**src/rtl/t2mi_pkg.sv**
```systemverilog
// Shared source-select constants and FSM state type for the T2-MI stream selector.
package t2mi_pkg;

    localparam logic SRC_DIRECT = 1'b1;
    localparam logic SRC_CAM    = 1'b0;

    typedef enum logic [1:0] {
        FWD_DIRECT = 2'd0,
        FWD_CAM    = 2'd1,
        WAIT_SYNC  = 2'd2
    } state_t;

    function automatic state_t fwd_state(input logic src);
        return (src == SRC_DIRECT) ? FWD_DIRECT : FWD_CAM;
    endfunction

endpackage

```
**src/rtl/t2mi_activity_monitor.sv**
```systemverilog
// Per-source inactivity counter: cleared on valid, saturates at TIMEOUT_CYCLES.
// alive drops once TIMEOUT_CYCLES consecutive cycles pass without a valid byte.
module t2mi_activity_monitor #(
    parameter int TIMEOUT_CYCLES = 1000000
) (
    input  logic clk,
    input  logic rst,
    input  logic valid,
    output logic alive
);

    localparam int CW = $clog2(TIMEOUT_CYCLES + 1);
    localparam logic [CW-1:0] LIMIT = CW'(TIMEOUT_CYCLES);

    logic [CW-1:0] cnt;

    // Reset to the limit so a source is considered dead until it proves otherwise.
    always_ff @(posedge clk or posedge rst) begin
        if (rst) begin
            cnt <= LIMIT;
        end else if (valid) begin
            cnt <= '0;
        end else if (cnt != LIMIT) begin
            cnt <= cnt + 1'b1;
        end
    end

    assign alive = (cnt < LIMIT);

endmodule

```
**src/rtl/t2mi_stream_selector.sv**
```systemverilog
// Selects the direct or CAM T2-MI byte stream, switching only on a sync byte of the new source.
// Output is registered (1 cycle latency); the non-target source is always discarded.
module t2mi_stream_selector
    import t2mi_pkg::*;
#(
    parameter int TIMEOUT_CYCLES = 1000000,
    parameter int AUTO_FALLBACK  = 1
) (
    input  logic       clk,
    input  logic       rst,
    input  logic       cam_bypass,
    input  logic       cam_ready,
    input  logic [7:0] direct_data,
    input  logic       direct_valid,
    input  logic       direct_sync,
    input  logic [7:0] cam_data,
    input  logic       cam_valid,
    input  logic       cam_sync,
    output logic [7:0] out_data,
    output logic       out_valid,
    output logic       out_sync,
    output logic       active_src,
    output logic       switching,
    output logic       direct_alive,
    output logic       cam_alive,
    output logic       resync_timeout
);

    localparam int CW = $clog2(TIMEOUT_CYCLES + 1);
    localparam logic [CW-1:0] LIMIT = CW'(TIMEOUT_CYCLES);

    state_t        state, state_nxt;
    logic          wait_tgt, wait_tgt_nxt;
    logic [CW-1:0] wait_cnt, wait_cnt_nxt;
    logic          active_nxt;
    logic          target;
    logic          fwd_src;
    logic          fwd;
    logic [7:0]    sel_data;
    logic          sel_valid;
    logic          sel_sync;

    t2mi_activity_monitor #(.TIMEOUT_CYCLES(TIMEOUT_CYCLES)) u_direct_mon (
        .clk   (clk),
        .rst   (rst),
        .valid (direct_valid),
        .alive (direct_alive)
    );

    t2mi_activity_monitor #(.TIMEOUT_CYCLES(TIMEOUT_CYCLES)) u_cam_mon (
        .clk   (clk),
        .rst   (rst),
        .valid (cam_valid),
        .alive (cam_alive)
    );

    always_comb begin
        target = SRC_CAM;
        if (cam_bypass) begin
            target = SRC_DIRECT;
        end else if ((AUTO_FALLBACK != 0) && (!cam_alive || !cam_ready)) begin
            target = SRC_DIRECT;
        end
    end

    // Only the target source is ever looked at, so the other one cannot leak out.
    assign sel_data  = (target == SRC_DIRECT) ? direct_data  : cam_data;
    assign sel_valid = (target == SRC_DIRECT) ? direct_valid : cam_valid;
    assign sel_sync  = (target == SRC_DIRECT) ? direct_sync  : cam_sync;
    assign fwd_src   = (state == FWD_DIRECT) ? SRC_DIRECT : SRC_CAM;

    always_comb begin
        state_nxt    = state;
        wait_tgt_nxt = wait_tgt;
        wait_cnt_nxt = wait_cnt;
        active_nxt   = active_src;
        fwd          = 1'b0;
        case (state)
            FWD_DIRECT, FWD_CAM: begin
                if (target != fwd_src) begin
                    state_nxt    = WAIT_SYNC;
                    wait_tgt_nxt = target;
                    wait_cnt_nxt = '0;
                end else begin
                    fwd = sel_valid;
                end
            end
            default: begin
                if (target != wait_tgt) begin
                    wait_tgt_nxt = target;
                    wait_cnt_nxt = '0;
                end else if (sel_valid && sel_sync) begin
                    fwd        = 1'b1;
                    state_nxt  = fwd_state(target);
                    active_nxt = target;
                end else if (wait_cnt != LIMIT) begin
                    wait_cnt_nxt = wait_cnt + 1'b1;
                end
            end
        endcase
    end

    always_ff @(posedge clk or posedge rst) begin
        if (rst) begin
            state      <= WAIT_SYNC;
            wait_tgt   <= SRC_DIRECT;
            wait_cnt   <= '0;
            active_src <= SRC_DIRECT;
            out_data   <= '0;
            out_valid  <= 1'b0;
            out_sync   <= 1'b0;
        end else begin
            state      <= state_nxt;
            wait_tgt   <= wait_tgt_nxt;
            wait_cnt   <= wait_cnt_nxt;
            active_src <= active_nxt;
            out_valid  <= fwd;
            out_sync   <= fwd & sel_sync;
            if (fwd) begin
                out_data <= sel_data;
            end
        end
    end

    assign switching      = (state == WAIT_SYNC);
    assign resync_timeout = (state == WAIT_SYNC) && (wait_cnt == LIMIT);

endmodule

```
**config.mk**
```make
export PLATFORM = sky130hd
export DESIGN_NAME = t2mi_stream_selector
export DESIGN_NICKNAME = d
export VERILOG_FILES = /design/src/rtl/t2mi_pkg.sv /design/src/rtl/t2mi_activity_monitor.sv /design/src/rtl/t2mi_stream_selector.sv
export SDC_FILE = /design/constraint.sdc
export NUM_CORES = 1
export LEC_CHECK = 0
export ABC_AREA = 1
export ABC_CLOCK_PERIOD_IN_PS = 4400
export CELL_PAD_IN_SITES_DETAIL_PLACEMENT = 1
export CELL_PAD_IN_SITES_GLOBAL_PLACEMENT = 1
export CORE_MARGIN = 2
export CORE_UTILIZATION = 33
export DETAILED_ROUTE_END_ITERATION = 16
export HOLD_SLACK_MARGIN = 0.08
export PLACE_DENSITY = 0.74
export SYNTH_ARGS = -nofsm -noshare
export SYNTH_HDL_FRONTEND = slang
export SYNTH_SLANG_ARGS = --single-unit
```
**constraint.sdc**
```tcl
create_clock -name clk -period 4.4 [get_ports clk]
set_input_delay 0.44 -clock clk [delete_from_list [all_inputs] [get_ports clk]]
set_output_delay 0.44 -clock clk [all_outputs]
set_load 0.02 [all_outputs]
```
==> flow_summary_export.csv, run 1 <==
group,metric,value,unit
status,run_status,"complete, no violations",
yosys,synth_area,0.00454,mm2
yosys,netlist_top_cells_area,"sky130_fd_sc_hd__dfrtp_1 31%, sky130_fd_sc_hd__nand2_1 15%, sky130_fd_sc_hd__dfstp_2 9.8%",
routing,ant_nets,0,
cts,clock-sinks,74,
timing,clock.fmax,311,MHz
power_and_ir_drop,comb_power_share,0.185,
setup_path,sort_of_element_at_the_start_of_the_critical_path,"input pin",
yosys,synth_top_cell_area_share,0.314,
routing,wire_per_inst,15.0,um
yosys,flop_and_latch_count_out_of_synthesis,74,
cts,clkTransAtPathRegs,0.06,ns
timing,final.setup.worst_slack,1.19,ns
placement,gpl.final_weighted_congestion,0.820,
timing,tightest_slew,0.991,ns
routing,post-route-drc-count,0,
timing,final_layout_worst_hold_slack,0.526,ns
routing,via_per_inst,5.10,
global_route,globalRouteTotalUtil,0.185,
yosys,syn_inst,632,
cts,cts_resized,0,
cts,clock_tree.root_cell,"sky130_fd_sc_hd__clkbuf_16",
timing,layout_worst_path_cycle_share,0.730,
setup_path,timing.critical_path.required,4.63,ns
cts,holdBufCountCts,0,
routing,drt_pre_antenna_iters,4,
power_and_ir_drop,power.clock.fraction,0.409,
timing,setup_viol,0,
yosys,synth-async-reset-ratio,1.00,
placement,pre_cts_ws,0.847,ns
timing,timing.final.hold_violations,0,
power_and_ir_drop,p_sw,0.000577,W
cts,clock_tree_buffer_depth,2,
power_and_ir_drop,worst_vdd_drop,0.218,mV
floorplanning,pin_count,39,
yosys,synth.distinct_cells,38,
yosys,post_synth_edffs,0,
setup_path,path_max_fanout,29,
floorplanning,chipWidth,121,um
yosys,synth_flop_cell,"sky130_fd_sc_hd__dfrtp_1",
finish,finish.net_count,697,
timing,report.final.slew_viol_count,0,
power_and_ir_drop,share_of_total_power_consumed_by_net_switching,0.295,
setup_path,crit_path_dat,3.44,ns
finish,layout.cells.most_common_list,"177 x sky130_fd_sc_hd__nand2_1, 87 x sky130_fd_sc_hd__nor2_1, 63 x sky130_fd_sc_hd__inv_1",
routing,drt_wl_total,12.7,mm
finish,mostFrequentLayoutCell,"sky130_fd_sc_hd__nand2_1",
setup_path,worstSetupEndpointType,"flop",
floorplanning,fp-row-count,42,
cts,cts_made_buffers,9,
power_and_ir_drop,pwr_density_cell,364,mW/mm2
power_and_ir_drop,p_seq_frac,0.405,
timing,max_slew_margin,0.338,
global_route,pin_count_of_the_biggest_net_entering_global_routing,47,
timing,rsz0062_at_grt,"no",
worst_hold_path,worst_hold_path.num_cells,2,
cts,post_cts.repair.setup_buffers,0,
setup_path,timing.setup.critical_path_class,"input pin to flop",
yosys,synth.yosys.warnings,0,
floorplanning,core_area,0.0133,mm2
finish,area_delta_synth_final,18.4,%
timing,min_period,3.21,ns
finish,antenna_cells,0,
global_route,number_of_antenna_violations_at_the_first_check_in_global_routing,0,
global_route,via_count_of_the_first_global_routing_pass,4612,
yosys,post_syn_area_per_cell,7.19,um2
floorplanning,die-area,0.0147,mm2
cts,h-tree-depth,3,
cts,cts_tree,"done",
yosys,ys_seq_area_frac,0.412,
global_route,grt_first_pass_wirelength,21.7,mm
setup_path,timing.reg2reg.worst_path_depth,12,
cts,insertion_delay,0.35,ns
yosys,synth_top_area_cell,"sky130_fd_sc_hd__dfrtp_1",
floorplanning,initial_core_util,0.340,
worst_hold_path,worst_hold_path_type,"flop to flop",
timing,skew,0.00617,ns
routing,detailroute.via_count,4324,
routing,initialDrtViolationCount,211,
placement,detailed_place_hpwl,9.17,mm
power_and_ir_drop,design_power_total,0.00196,W
floorplanning,die_h,121,um
power_and_ir_drop,power.static_leakage,2.46,nW
placement,place.port_buffers,38,
finish,final_layout_size_suffix_gt1_frac,0.0893,
timing,totalNegativeSetupSlack,0,ns
power_and_ir_drop,internal_portion_of_total_power,0.00138,W
yosys,synth.net_count,662,
flow_run,max-cap-violations,0,
finish,layout.filler_cells,1706,
global_route,grt_overflow,0,
==> critical path, stage by stage <==
cell	delay [ns]
sky130_fd_sc_hd__clkdlybuf4s50_1	0.45
sky130_fd_sc_hd__inv_1	0.03
sky130_fd_sc_hd__nor2_1	0.47
sky130_fd_sc_hd__nand4_2	0.48
sky130_fd_sc_hd__nand3_4	0.29
sky130_fd_sc_hd__inv_2	0.05
sky130_fd_sc_hd__nand2_2	0.42
sky130_fd_sc_hd__nand3_2	0.51
sky130_fd_sc_hd__nand2_1	0.21
sky130_fd_sc_hd__nand2_1	0.07
==> cells by family after synthesis <==
group                      Yosys count  share of synthesized area
adders and majority gates            6                     0.0165
AOI/OAI and AO/OA                   54                     0.0664
and+or+nand+nor                    389                      0.385
DFF                                 74                      0.412
buffers and inverters               89                     0.0812
xor gates and xnor gates            20                     0.0385
==> per-layer routing <==
layer  vias up  global-route usage  routed length [um]
li1       2124                   -                   -
met1      2138               0.239                6020
met2        52               0.312                6130
met3        10              0.0395                 395
met4         0              0.0553                 149
met5         -                   0                   0
==> per-stage QoR <==
stage | std cells | instance area, um2 | util
floorplan | 632 | 4540 | -
global placement | 832 | 5060 | 0.379
detailed placement | 832 | 5060 | 0.379
CTS | 848 | 5380 | 0.403
global route | 848 | 5380 | 0.403
finish | 848 | 5380 | 0.403
==> cell usage after synthesis (3+ instances only) <==
master                     number
sky130_fd_sc_hd__nand2_1      177
sky130_fd_sc_hd__ha_1           6
sky130_fd_sc_hd__nand2_2        5
sky130_fd_sc_hd__buf_2          4
sky130_fd_sc_hd__nor3_1        16
sky130_fd_sc_hd__nand3b_1       5
sky130_fd_sc_hd__nor2_1        87
sky130_fd_sc_hd__nand3_1       46
sky130_fd_sc_hd__a21oi_1       21
sky130_fd_sc_hd__dfstp_2       17
sky130_fd_sc_hd__nor4_1         6
sky130_fd_sc_hd__clkbuf_1       7
sky130_fd_sc_hd__inv_1         64
sky130_fd_sc_hd__xor2_1        16
sky130_fd_sc_hd__nand4_1       34
sky130_fd_sc_hd__dfrtp_1       57
sky130_fd_sc_hd__buf_6          3
sky130_fd_sc_hd__inv_2          8
sky130_fd_sc_hd__o21ai_0       21
sky130_fd_sc_hd__xnor2_1        4
==> final timing paths <==
check / slack [ns] / from / endpoint
worst max-delay path: 1.19 / cam_ready / wait_cnt[17]
worst min-delay path: 0.53 / u_cam_mon.cnt[9] / u_cam_mon.cnt[9]
worst max register to register: 1.46 / u_cam_mon.cnt[10] / wait_cnt[17]
worst min register to register: 0.53 / u_cam_mon.cnt[9] / u_cam_mon.cnt[9]
max in group asynchronous: 2.79 / rst / wait_cnt[11]
min in group asynchronous: 0.66 / rst / u_direct_mon.cnt[12]
==> power groups by stage <==
stage	logic, W	clock network, W	registers (W)
2_1_floorplan	0.000184	0	0.000832
3_3_place_gp	0.000353	0	0.000803
3_5_place_dp	0.000365	0	0.000804
4_1_cts	0.000369	0.000820	0.000794
5_1_grt	0.000401	0.000852	0.000801
6_report	0.000363	0.000801	0.000794
==> cell type report <==
cell class | instances | area (um2) | area share
clock inverters | 7 | 92.6 | 0.0172
multi-input cells | 469 | 2300 | 0.428
flip-flops and latches | 74 | 1870 | 0.348
inverters | 73 | 274 | 0.0509
clock buffers | 9 | 225 | 0.0418
well taps | 176 | 220 | 0.0409
repair buffers | 40 | 395 | 0.0735
==> registers in the layout, summed over array words and instances (netlist names) <==
| name | flops |
|---|---|
| u_cam_mon.cnt | 20 |
| u_direct_mon.cnt | 20 |
| wait_cnt | 20 |
| out_data | 8 |
| state | 2 |
| active_src | 1 |
| out_sync | 1 |
| out_valid | 1 |
| wait_tgt | 1 |
No activity file was read; power rests on OpenSTA's default activity.
==> run 2: changes to the inputs <==
--- a/config.mk
+++ b/config.mk
@@ -6,7 +6,7 @@
 export NUM_CORES = 1
 export LEC_CHECK = 0
 export ABC_AREA = 1
-export ABC_CLOCK_PERIOD_IN_PS = 4400
+export ABC_CLOCK_PERIOD_IN_PS = 3320
 export CELL_PAD_IN_SITES_DETAIL_PLACEMENT = 1
 export CELL_PAD_IN_SITES_GLOBAL_PLACEMENT = 1
 export CORE_MARGIN = 2
==> constraint.sdc (replaced) <==
create_clock -name clk -period 3.32 [get_ports clk]
set_input_delay 0.332 -clock clk [delete_from_list [all_inputs] [get_ports clk]]
set_output_delay 0.332 -clock clk [all_outputs]
set_load 0.02 [all_outputs]
==> run 2 against run 1 <==
Compared with the run above:
- via count shrank 0.28%
- register-to-register slack lost 0.78 ns
- clock skew is essentially flat
- wire length grew 0.33%
- die area is the same
- largest cell class unchanged
- largest power group is now registers
- highest routed layer unchanged
==> flow_summary_export.csv, run 2 (synthesized netlist as in run 1, its figures left out) <==
group,metric,value,unit
routing,drt_wl_total,12.7,mm
timing,min_period,2.75,ns
finish,area_delta_synth_final,19.2,%
cts,post_cts.repair.setup_buffers,0,
routing,post-route-drc-count,0,
cts,clock-sinks,74,
floorplanning,die_h,121,um
finish,final_layout_size_suffix_gt1_frac,0.0960,
setup_path,r2r_start,"u_cam_mon.cnt[9]",
timing,skew,0.00650,ns
setup_path,path_max_fanout,7,
global_route,globalRouteTotalUtil,0.188,
timing,report.final.slew_viol_count,0,
timing,clock.fmax,363,MHz
power_and_ir_drop,pwr_density_cell,470,mW/mm2
finish,mostFrequentLayoutCell,"sky130_fd_sc_hd__nand2_1",
floorplanning,fp-row-count,42,
timing,rsz0062_at_grt,"no",
floorplanning,die-area,0.0147,mm2
placement,place.port_buffers,38,
finish,layout.filler_cells,1715,
global_route,pin_count_of_the_biggest_net_entering_global_routing,75,
worst_hold_path,worst_hold_path_type,"input pin to async pin",
finish,reg_top3,"u_cam_mon.cnt: 20 flops, u_direct_mon.cnt: 20 flops, wait_cnt: 20 flops",
routing,via_per_inst,5.06,
cts,h-tree-depth,3,
cts,clkTransAtPathRegs,0.06,ns
routing,detailroute.via_count,4312,
floorplanning,chipWidth,121,um
finish,finalNonFillerCells,853,
finish,multiInputGateArea,0.00230,mm2
floorplanning,pin_count,39,
global_route,via_count_of_the_first_global_routing_pass,4521,
cts,cts_resized,0,
placement,pre_cts_ws,0.646,ns
power_and_ir_drop,power.static_leakage,2.47,nW
placement,placed_cells_incl_taps,837,
cts,cts_tree,"done",
global_route,grt_first_pass_wirelength,21.9,mm
cts,holdBufCountCts,0,
placement,detailed_place_hpwl,9.29,mm
cts,cts_made_buffers,9,
timing,setup_viol,0,
routing,drt_pre_antenna_iters,5,
power_and_ir_drop,worst_vdd_drop,0.321,mV
timing,tightest_slew,0.519,ns
routing,initialDrtViolationCount,153,
cts,insertion_delay,0.35,ns
global_route,grt_overflow,0,
setup_path,timing.critical_path.required,2.99,ns
setup_path,worstSetupEndpointType,"output port",
setup_path,timing.setup.critical_path_class,"flop to output port",
placement,gpl.final_weighted_congestion,0.883,
cts,clock_tree.root_cell,"sky130_fd_sc_hd__clkbuf_16",
timing,timing.final.hold_violations,0,
timing,max_slew_margin,0.654,
cts,clock_tree_buffer_depth,2,
floorplanning,core_area,0.0133,mm2
finish,layout.cells.most_common_list,"177 x sky130_fd_sc_hd__nand2_1, 87 x sky130_fd_sc_hd__nor2_1, 63 x sky130_fd_sc_hd__inv_1",
timing,layout_worst_path_cycle_share,0.829,
setup_path,critical_path.startpoint,"wait_cnt[0]",
global_route,number_of_antenna_violations_at_the_first_check_in_global_routing,0,
setup_path,sort_of_element_at_the_start_of_the_critical_path,"flop",
timing,final.setup.worst_slack,0.567,ns
routing,ant_nets,0,
status,run_status,"complete, no violations",
finish,finish.net_count,702,
floorplanning,initial_core_util,0.340,
timing,totalNegativeSetupSlack,0,ns
finish,antenna_cells,0,
routing,wire_per_inst,14.9,um
setup_path,crit_path_dat,2.42,ns
finish,register_area,0.00187,mm2
flow_run,max-cap-violations,0,
==> run 2: stage by stage <==
step            util  cell area, um2  total power, W  hold slack [ns]
2_1_floorplan      -            4540         0.00135            0.472
3_3_place_gp   0.383            5110         0.00154            0.492
3_5_place_dp   0.383            5110         0.00156            0.504
4_1_cts        0.406            5420         0.00258            0.418
5_1_grt        0.406            5420         0.00267            0.461
6_report       0.406            5420         0.00255            0.398
==> run 2: path summary, 6_finish.rpt <==
kind                                             end  slack [ns]  depth (start not counted)
worst max-delay path                  resync_timeout        0.57                          7
min in group clk                         out_data[2]        0.52                          2
worst min-delay path            u_direct_mon.cnt[13]        0.40                          3
max in group asynchronous                   state[1]        2.58                          3
worst max register to register           wait_cnt[0]        0.68                         13
worst min register to register           out_data[2]        0.52                          2
==> run 2: metal layers <==
layer	vias up	wire length (um)	GRT usage
met2	48	6240	0.324
met3	14	441	0.0357
met1	2111	5840	0.235
li1	2139	-	-
met4	0	216	0.0668
met5	-	0	0
==> run 2: critical path: stages, from the launching register on <==
cell	delay, ns
sky130_fd_sc_hd__dfrtp_1	0.47
sky130_fd_sc_hd__inv_1	0.12
sky130_fd_sc_hd__ha_1	0.15
sky130_fd_sc_hd__nand2_1	0.05
sky130_fd_sc_hd__nor2_1	0.15
sky130_fd_sc_hd__nand3_1	0.14
sky130_fd_sc_hd__nor4_1	0.31
sky130_fd_sc_hd__clkdlybuf4s50_1	0.67
==> run 2: power breakdown <==
group,total (W),internal (W),switching [W]
Sequential,0.00105,0.000981,0.0000713
Clock,0.00101,0.000587,0.000422
Combinational,0.000487,0.000200,0.000287
==> run 2: area by class of cell <==
| cell class | count | area share |
|---|---|---|
| multi-input cells | 469 | 0.425 |
| flip-flops and latches | 74 | 0.346 |
| clock buffers | 9 | 0.0416 |
| inverters | 73 | 0.0506 |
| well taps | 176 | 0.0407 |
| clock inverters | 7 | 0.0141 |
| repair buffers | 45 | 0.0822 |
